File: config.mk
export PLATFORM = sky130hd
export DESIGN_NAME = super_large_number_sweeper
export DESIGN_NICKNAME = d
export VERILOG_FILES = /design/src/rtl/super_large_number_pkg.sv /design/src/rtl/super_large_number_sweeper_tag_pipe.sv /design/src/rtl/super_large_number_sweeper.sv
export SDC_FILE = /design/constraint.sdc
export NUM_CORES = 1
export LEC_CHECK = 0
export CELL_PAD_IN_SITES_DETAIL_PLACEMENT = 1
export CELL_PAD_IN_SITES_GLOBAL_PLACEMENT = 2
export CORE_ASPECT_RATIO = 0.8
export CORE_UTILIZATION = 31
export CTS_BUF_LIST = sky130_fd_sc_hd__clkbuf_4 sky130_fd_sc_hd__clkbuf_8
export CTS_CLUSTER_SIZE = 28
export DETAILED_ROUTE_END_ITERATION = 10
export PLACE_DENSITY = 0.89
export SYNTH_ARGS = -nofsm -noshare
export SYNTH_HDL_FRONTEND = slang
export SYNTH_SLANG_ARGS = --single-unit
File: constraint.sdc
create_clock -name clk -period 1.8 [get_ports clk]
set_input_delay 0.36 -clock clk [delete_from_list [all_inputs] [get_ports clk]]
set_output_delay 0.36 -clock clk [all_outputs]
set_load 0.05 [all_outputs]
File: src/rtl/super_large_number_pkg.sv
// Shared types and constants for the SuperLargeNumber operand sweeper.
package super_large_number_pkg;

  localparam int WIDTH = 7;

  typedef logic signed [WIDTH-1:0] operand_t;
  typedef logic [WIDTH:0]          count_t;

  typedef enum logic [1:0] {IDLE, SWEEP, DRAIN, DONE} sweep_state_t;

  localparam operand_t OPERAND_MIN = {1'b1, {(WIDTH-1){1'b0}}};
  localparam operand_t OPERAND_MAX = {1'b0, {(WIDTH-1){1'b1}}};

endpackage

File: src/rtl/super_large_number_sweeper_tag_pipe.sv
// LATENCY-deep {valid, value} delay line that pairs each issued operand with its
// returning result; LATENCY=0 is a straight pass-through of the current issue.
module sweep_tag_pipe #(
  parameter int WIDTH   = 7,
  parameter int LATENCY = 0
) (
  input  logic                    clk,
  input  logic                    rst,
  input  logic                    i_vld,
  input  logic signed [WIDTH-1:0] i_value,
  output logic                    o_vld,
  output logic signed [WIDTH-1:0] o_value,
  output logic                    o_inflight
);

  localparam int DEPTH = (LATENCY > 0) ? LATENCY : 1;

  logic [DEPTH-1:0]        r_vld_p0;
  logic signed [WIDTH-1:0] r_value_p0 [DEPTH];

  always_ff @(posedge clk or posedge rst) begin
    if (rst) begin
      r_vld_p0 <= '0;
    end else begin
      r_vld_p0[0] <= i_vld;
      for (int k = 1; k < DEPTH; k++) r_vld_p0[k] <= r_vld_p0[k-1];
    end
  end

  always_ff @(posedge clk) begin
    r_value_p0[0] <= i_value;
    for (int k = 1; k < DEPTH; k++) r_value_p0[k] <= r_value_p0[k-1];
  end

  assign o_vld   = (LATENCY == 0) ? i_vld   : r_vld_p0[DEPTH-1];
  assign o_value = (LATENCY == 0) ? i_value : r_value_p0[DEPTH-1];

  // Tags that will still be in flight after the next shift (the tap excluded).
  always_comb begin
    o_inflight = 1'b0;
    for (int k = 0; k < DEPTH - 1; k++) o_inflight = o_inflight | r_vld_p0[k];
  end

endmodule

File: src/rtl/super_large_number_sweeper.sv
// Exhaustive signed-operand sweep around SuperLargeNumber: issues every operand
// once, counts results equal to 1, records the first hitting operand.
module super_large_number_sweeper #(
  parameter int WIDTH   = super_large_number_pkg::WIDTH,
  parameter int LATENCY = 0
) (
  input  logic                    clk,
  input  logic                    rst,
  input  logic                    start_i,
  input  logic                    hold_i,
  input  logic                    result_i,
  output logic signed [WIDTH-1:0] value_o,
  output logic                    value_vld_o,
  output logic                    busy_o,
  output logic                    done_o,
  output logic [WIDTH:0]          hit_count_o,
  output logic signed [WIDTH-1:0] first_hit_o,
  output logic                    first_hit_vld_o
);

  import super_large_number_pkg::*;

  localparam logic signed [WIDTH-1:0] MIN_V = {1'b1, {(WIDTH-1){1'b0}}};
  localparam logic signed [WIDTH-1:0] MAX_V = {1'b0, {(WIDTH-1){1'b1}}};
  localparam logic signed [WIDTH-1:0] ONE_V = {{(WIDTH-1){1'b0}}, 1'b1};
  localparam logic [WIDTH:0]          CNT_ONE = {{WIDTH{1'b0}}, 1'b1};

  sweep_state_t            r_state;
  sweep_state_t            w_state_nxt;
  logic signed [WIDTH-1:0] r_value;
  logic [WIDTH:0]          r_hit_count;
  logic signed [WIDTH-1:0] r_first_hit;
  logic                    r_first_hit_vld;

  logic                    w_issue;
  logic                    w_last;
  logic                    w_start_ok;
  logic                    w_tap_vld;
  logic signed [WIDTH-1:0] w_tap_value;
  logic                    w_inflight;

  assign w_issue = (r_state == SWEEP) && !hold_i;
  assign w_last  = w_issue && (r_value == MAX_V);

  always_comb begin
    w_state_nxt = r_state;
    w_start_ok  = 1'b0;
    case (r_state)
      IDLE, DONE: begin
        if (start_i) begin
          w_state_nxt = SWEEP;
          w_start_ok  = 1'b1;
        end
      end
      SWEEP: begin
        if (w_last) w_state_nxt = (LATENCY > 0) ? DRAIN : DONE;
      end
      DRAIN: begin
        if (!w_inflight) w_state_nxt = DONE;
      end
      default: w_state_nxt = IDLE;
    endcase
  end

  always_ff @(posedge clk or posedge rst) begin
    if (rst) r_state <= IDLE;
    else     r_state <= w_state_nxt;
  end

  // Operand counter: stops on the most positive value instead of wrapping.
  always_ff @(posedge clk or posedge rst) begin
    if (rst) begin
      r_value <= '0;
    end else if (w_start_ok) begin
      r_value <= MIN_V;
    end else if (w_issue && !w_last) begin
      r_value <= r_value + ONE_V;
    end
  end

  sweep_tag_pipe #(
    .WIDTH  (WIDTH),
    .LATENCY(LATENCY)
  ) u_tag_pipe (
    .clk       (clk),
    .rst       (rst),
    .i_vld     (w_issue),
    .i_value   (r_value),
    .o_vld     (w_tap_vld),
    .o_value   (w_tap_value),
    .o_inflight(w_inflight)
  );

  // Collection stage: results only count against a valid tag.
  always_ff @(posedge clk or posedge rst) begin
    if (rst) begin
      r_hit_count     <= '0;
      r_first_hit     <= '0;
      r_first_hit_vld <= 1'b0;
    end else if (w_start_ok) begin
      r_hit_count     <= '0;
      r_first_hit     <= '0;
      r_first_hit_vld <= 1'b0;
    end else if (w_tap_vld && result_i) begin
      r_hit_count <= r_hit_count + CNT_ONE;
      if (!r_first_hit_vld) begin
        r_first_hit     <= w_tap_value;
        r_first_hit_vld <= 1'b1;
      end
    end
  end

  assign value_o         = r_value;
  assign value_vld_o     = w_issue;
  assign busy_o          = (r_state == SWEEP) || (r_state == DRAIN);
  assign done_o          = (r_state == DONE);
  assign hit_count_o     = r_hit_count;
  assign first_hit_o     = r_first_hit;
  assign first_hit_vld_o = r_first_hit_vld;

endmodule
==> results of run 1 <==
## synth_stat cells (2+ instances only)
library cell / number / area share, %
a21oi_1: 8 / 3.1
and2_1: 2 / 0.97
buf_1: 2 / 0.58
clkbuf_1: 2 / 0.58
dfrtp_1: 25 / 49
ha_1: 4 / 3.9
inv_1: 5 / 1.5
mux2i_1: 9 / 7.0
nand2_1: 13 / 3.8
nand2b_1: 2 / 0.97
nand4b_1: 3 / 2.0
nor2_1: 10 / 2.9
nor2b_1: 2 / 0.97
o21ai_0: 4 / 1.6
o31ai_1: 2 / 1.2
o41ai_1: 2 / 1.4
or3_1: 4 / 1.9
or4_1: 2 / 1.2
xor2_1: 2 / 1.4
## power by group through the flow
stage	Combinational [W]	Sequential, W	Clock, W
after detailed placement	0.00104	0.000753	0
after global routing	0.00112	0.000755	0.000391
after CTS	0.00105	0.000740	0.000369
after global placement	0.00102	0.000744	0
final	0.00105	0.000736	0.000365
after floorplan	0.000440	0.000957	0
## path summary, 6_finish.rpt
check	end	depth (start not counted)	from	slack, ps
worst max-delay path	value_vld_o	4	r_state[1]	80
max in group asynchronous	hit_count_o[6]	3	rst	1120
worst min-delay path	hit_count_o[0]	3	rst	430
worst max register to register	hit_count_o[6]	5	r_state[1]	120
worst min register to register	first_hit_o[3]	2	first_hit_o[3]	530
min in group clk	first_hit_o[3]	2	first_hit_o[3]	530
## sequential cells by signal, summed over array words and instances (netlist names)
name             cells
hit_count_o          8
first_hit_o          7
value_o              7
r_state              2
first_hit_vld_o      1
## final cells by class
class,instances,area [sq um]
inverters,5,18.8
repair buffers,37,340
multi-input cells,88,627
flip-flops and latches,25,626
clock buffers,4,48.8
well taps,55,68.8
fillers,431,2150
## kinds of logic after synthesis
group	count (synthesis)	share of synthesized area, %
flops	25	48.5
buf+inv	11	3.59
mux	9	6.99
compound gates	25	13.2
simple gates	48	22.4
xor+xnor	2	1.36
fa+ha+maj	4	3.88
## routing by layer
metal | track usage (%) | vias up | wire length (microns)
met4 | 3.57 | 0 | 20
li1 | - | 524 | -
met2 | 27.5 | 28 | 1640
met3 | 4.05 | 2 | 130
met5 | 0 | - | 0
met1 | 23.0 | 574 | 1540
## through the flow
stage	total power [W]	TNS [ps]	hold WS [ps]	setup slack, ps	instances
floorplan	0.00140	0	387	127	124
global placement	0.00176	-446	502	-59.2	209
detailed placement	0.00179	-1110	516	-146	209
CTS	0.00216	0	448	45.0	213
global route	0.00227	0	487	19.9	214
finish	0.00215	0	429	79.4	214
## critical path, delay by kind of cell, from the launching register on
family / cells / cell delay, ps
adders and majority gates: 1 / 230
buffers and inverters: 2 / 220
DFF: 1 / 420
and+or+nand+nor: 1 / 210
## repair_timing
action,CTS,global route
setup endpoints to repair,1,1
resized for setup,1,1
endpoints found under the hold margin,0,0
buffers inserted,0,1
==> run_results.csv, run 1 <==
group,metric,value,unit
power_and_ir_drop,sw_frac_of_total,43.6,%
setup_path,cp.required,1440,ps
route,routed_via_density,5.27,
placement,gp_congestion,0.771,
final_layout,nNetsFinal,169,
global_route,grt_max_degree,26,
logic_synthesis,ys_types,40,
power_and_ir_drop,p_comb_share,48.8,%
worst_hold_path,min-delay-path-class,"input port to async pin",
sta,fin_crit_sh,95.6,%
route,route.detailed.drc,0,
logic_synthesis,synthCells,124,
sta,max_freq,581,MHz
power_and_ir_drop,pwr-share-clk,17.0,%
sta,worstMarginPinSlew,414,ps
global_route,overflow,0,
floorplan,dieArea,4420,sq um
sta,slew_headroom,72.4,%
power_and_ir_drop,p_leak,0.806,nW
logic_synthesis,synth_ff_type,"dfrtp_1",
final_layout,syn_to_final_growth,34.2,%
power_and_ir_drop,vdd_drop_max,0.709,mV
global_route,grtUsageTotal,16.9,%
run_status,status,"finished, final reports clean",
sta,fin_skew,6.16,ps
placement,placed_area,1670,sq um
clock_tree,cts_hold_buf,0,
setup_path,critPathCaptureType,"output port",
logic_synthesis,synth-seq-area-share,48.5,%
clock_tree,clkLatencyLatePin,280,ps
logic_synthesis,synth_nets,133,
clock_tree,clk_pin_slew,90,ps
final_layout,final_cell_mix,"29 x buf_4, 25 x dfrtp_1, 13 x nand2_1",
route,routed_wl,3330,microns
floorplan,pin_count,31,
setup_path,cpMaxStageDelayCell,"dfrtp_1",
sta,hold_viol_final,0,
route,first_pass_iters,4,
sta,slew_viol_final,0,
final_layout,final_area,1730,sq um
setup_path,max_stage_delay,420,ps
logic_synthesis,async_flop_share,100,%
floorplan,initial_core_util,33.2,%
sta,rsz0062_at_grt,"no",
power_and_ir_drop,p_int,0.00121,W
power_and_ir_drop,p_per_area,1240,nW/um^2
clock_tree,h-tree-depth,1,
clock_tree,cts_tree,"yes",
clock_tree,cts-buffers-inserted,3,
global_route,antenna_found_initial,0,
floorplan,row_count,20,
route,post_drt_wl_per_cell,15.5,microns
setup_path,crit_chain,"inv_1 -> ha_2 -> nor2b_4 -> buf_12",
setup_path,arrival,1360,ps
logic_synthesis,synth_edf_count,0,
setup_path,critPathKind,"register to output port",
final_layout,layout-drive-gt1-share,26.4,%
setup_path,worst_setup_path_start_kind,"register",
sta,setup_violations,0,
final_layout,final_common_cell,"buf_4",
route,drt-initial-drc-count,52,
clock_tree,ctsLongestPathBuffers,2,
clock_tree,clock-sinks,25,
floorplan,core-area,3880,sq um
logic_synthesis,ys_ff_latch,25,
logic_synthesis,netlist_area,1290,sq um
sta,fin_crit,1720,ps
power_and_ir_drop,switchingPower,0.000938,W
placement,port_buffers,30,
route,drt.antenna.violating_nets,0,
final_layout,antenna_cells,0,
floorplan,dieWidth,74.1,microns
power_and_ir_drop,p_seq_share,34.2,%
final_layout,finish.utilization,44.6,%
global_route,grt_pass1_vias,1158,
floorplan,die_y,59.7,microns
flow_run,drv_cap,0,
placement,hpwl,2480,microns
logic_synthesis,syn_area_per_cell,10.4,sq um
setup_path,crit_fanout,4,
clock_tree,root_buffer,"clkbuf_8",
logic_synthesis,yosysWarnings,0,
route,vias,1128,
global_route,grt_pass1_wl,5620,microns
(Power assumes the default switching activity.)
==> run 2, diff against run 1 <==
--- a/config.mk
+++ b/config.mk
@@ -13,6 +13,7 @@
 export CTS_CLUSTER_SIZE = 28
 export DETAILED_ROUTE_END_ITERATION = 10
 export PLACE_DENSITY = 0.89
+export SLEW_MARGIN = 25
 export SYNTH_ARGS = -nofsm -noshare
 export SYNTH_HDL_FRONTEND = slang
 export SYNTH_SLANG_ARGS = --single-unit
==> results of run 2 <==
Same layout as run 1: the final DEF is identical, and so are final timing and power.
==> run 3, diff against run 2 <==
--- a/config.mk
+++ b/config.mk
@@ -5,6 +5,7 @@
 export SDC_FILE = /design/constraint.sdc
 export NUM_CORES = 1
 export LEC_CHECK = 0
+export CAP_MARGIN = 10
 export CELL_PAD_IN_SITES_DETAIL_PLACEMENT = 1
 export CELL_PAD_IN_SITES_GLOBAL_PLACEMENT = 2
 export CORE_ASPECT_RATIO = 0.8
==> constraint.sdc (replaced) <==
create_clock -name clk -period 1.9 [get_ports clk]
set_input_delay 0.38 -clock clk [delete_from_list [all_inputs] [get_ports clk]]
set_output_delay 0.38 -clock clk [all_outputs]
set_load 0.05 [all_outputs]
==> run 3 against run 2 <==
  * Clock skew rose by 0.70 ps
  * Combinational power is 9% lower
  * Wire length increased by 2.4%
  * Sequential power down 3.9%
  * Total power shrank 7.1%
  * Die area is the same
  * Sequential share of layout area is 0.37 points higher
  * Critical path depth is 3 lower
  * Clock power decreased by 7.4%
  * Critical endpoint is now first_hit_o[3]
==> run_results.csv, run 3 (synthesis gave the netlist of run 1 again) <==
group,metric,value,unit
run_status,status,"finished, final reports clean",
clock_tree,h-tree-depth,1,
global_route,grtUsageTotal,17.2,%
final_layout,largest_reg_flops,8,
clock_tree,ctsLongestPathBuffers,2,
route,first_pass_iters,4,
sta,max_freq,544,MHz
global_route,gr-max-usage-layer,"met2",
final_layout,nNetsFinal,169,
placement,port_buffers,30,
floorplan,dieWidth,74.1,microns
clock_tree,cts_tree,"yes",
global_route,grt_max_degree,26,
setup_path,crit_buf_inv,1,
final_layout,seq_area,626,sq um
floorplan,core-area,3880,sq um
final_layout,finish.utilization,44.1,%
global_route,overflow,0,
setup_path,max_stage_delay,810,ps
route,drt-initial-drc-count,78,
floorplan,dieArea,4420,sq um
sta,hold_viol_final,0,
sta,fin_skew,6.86,ps
floorplan,row_count,20,
clock_tree,cts-buffers-inserted,3,
setup_path,worst_setup_path_start_kind,"register",
setup_path,critPathCaptureType,"output port",
global_route,met3_usage,4.22,%
setup_path,crit_fanout,2,
power_and_ir_drop,switchingPower,0.000903,W
setup_path,cpMaxStageDelayCell,"clkdlybuf4s50_1",
setup_path,crit_path_start,"first_hit_o[3]",
setup_path,reg2reg_depth,5,
power_and_ir_drop,sw_frac_of_total,45.2,%
setup_path,reg2reg_to,"hit_count_o[6]",
clock_tree,clkLatencyLatePin,280,ps
setup_path,cp.required,1520,ps
floorplan,die_y,59.7,microns
route,routed_via_density,4.97,
sta,rsz0062_at_grt,"no",
placement,hpwl,2530,microns
final_layout,multi_input_area,627,sq um
clock_tree,root_buffer,"clkbuf_8",
route,vias,1064,
clock_tree,clock-sinks,25,
sta,slew_viol_final,0,
sta,fin_crit_sh,96.8,%
power_and_ir_drop,vdd_drop_max,0.605,mV
sta,fin_setup_tns,0,ps
final_layout,syn_to_final_growth,32.8,%
worst_hold_path,min-delay-path-class,"input port to async pin",
route,post_drt_wl_per_cell,15.9,microns
floorplan,pin_count,31,
setup_path,crit_chain,"clkdlybuf4s50_1",
setup_path,critPathKind,"register to output port",
setup_path,crit_end,"first_hit_o[3]",
sta,slew_headroom,66.3,%
final_layout,antenna_cells,0,
route,drt.antenna.violating_nets,0,
setup_path,path_delay_family,"buffers and inverters",
final_layout,final_cell_mix,"27 x buf_4, 25 x dfrtp_1, 13 x nand2_1",
power_and_ir_drop,p_per_area,1170,nW/um^2
global_route,grt_pass1_vias,1097,
global_route,antenna_found_initial,0,
final_layout,fillers,441,
final_layout,layout-drive-gt1-share,23.9,%
power_and_ir_drop,pwr-share-clk,16.9,%
setup_path,rrSetupSlack,260,ps
global_route,grtUsageMet1,24.7,%
power_and_ir_drop,p_comb_share,47.7,%
setup_path,arrival,1460,ps
global_route,use_met2,26.9,%
final_layout,final_common_cell,"buf_4",
clock_tree,clk_pin_slew,100,ps
placement,gp_congestion,0.724,
route,route.detailed.drc,0,
placement,place_inst,210,
power_and_ir_drop,p_int,0.00110,W
floorplan,initial_core_util,33.2,%
sta,worstMarginPinSlew,503,ps
global_route,grt_pass1_wl,5690,microns
flow_run,drv_cap,0,
setup_path,r2r-start,"r_state[1]",
sta,fin_crit,1840,ps
power_and_ir_drop,p_leak,0.771,nW
route,routed_wl,3410,microns
sta,setup_violations,0,
setup_path,worst-path-stages,1,
final_layout,fin_cells,214,
power_and_ir_drop,p_seq_share,35.4,%
run 3: power groups by stage:
stage / Clock [W] / Sequential (W) / Combinational, W
floorplan: 0 / 0.000906 / 0.000410
global placement: 0 / 0.000714 / 0.000912
detailed placement: 0 / 0.000718 / 0.000944
CTS: 0.000338 / 0.000708 / 0.000953
global route: 0.000366 / 0.000727 / 0.00101
finish: 0.000338 / 0.000707 / 0.000953
run 3: worst min-delay path by stage:
stage               depth (start not counted)  slack [ps]        endpoint
floorplan                                   1         410  first_hit_o[0]
global placement                            1         500      r_state[0]
detailed placement                          2         520  first_hit_o[4]
CTS                                         3         470  hit_count_o[4]
global route                                3         490  first_hit_o[5]
finish                                      3         460  hit_count_o[6]
run 3: cell type report:
type	count	area share, %
Inverter	5	1.10
Multi-Input combinational cell	88	36.6
Clock inverter	1	0.439
Sequential cell	25	36.5
Timing Repair Buffer	37	18.9
Tap cell	55	4.02
Clock buffer	3	2.41
run 3: through the flow:
step                hold slack (ps)  setup slack [ps]  cell area (sq um)  total power (W)
floorplan                       407              34.5               1290          0.00132
global placement                504              65.5               1660          0.00163
detailed placement              515              3.42               1660          0.00166
CTS                             471              36.6               1710          0.00200
global route                    495              30.4               1710          0.00211
finish                          459              60.8               1710          0.00200
run 3: per-layer routing:
layer	vias to the layer above	routed length (microns)
met3	2	111
met5	-	0
met2	13	1600
met1	525	1680
li1	524	-
met4	0	16
run 3: repair_timing:
| action | 4_1_cts | 5_1_grt |
|---|---|---|
| gates resized for setup | 1 | 1 |
| endpoints found under the setup margin | 1 | 1 |
| hold buffers | 0 | 0 |
| setup buffers | 0 | 0 |
| pin swaps | 0 | 0 |
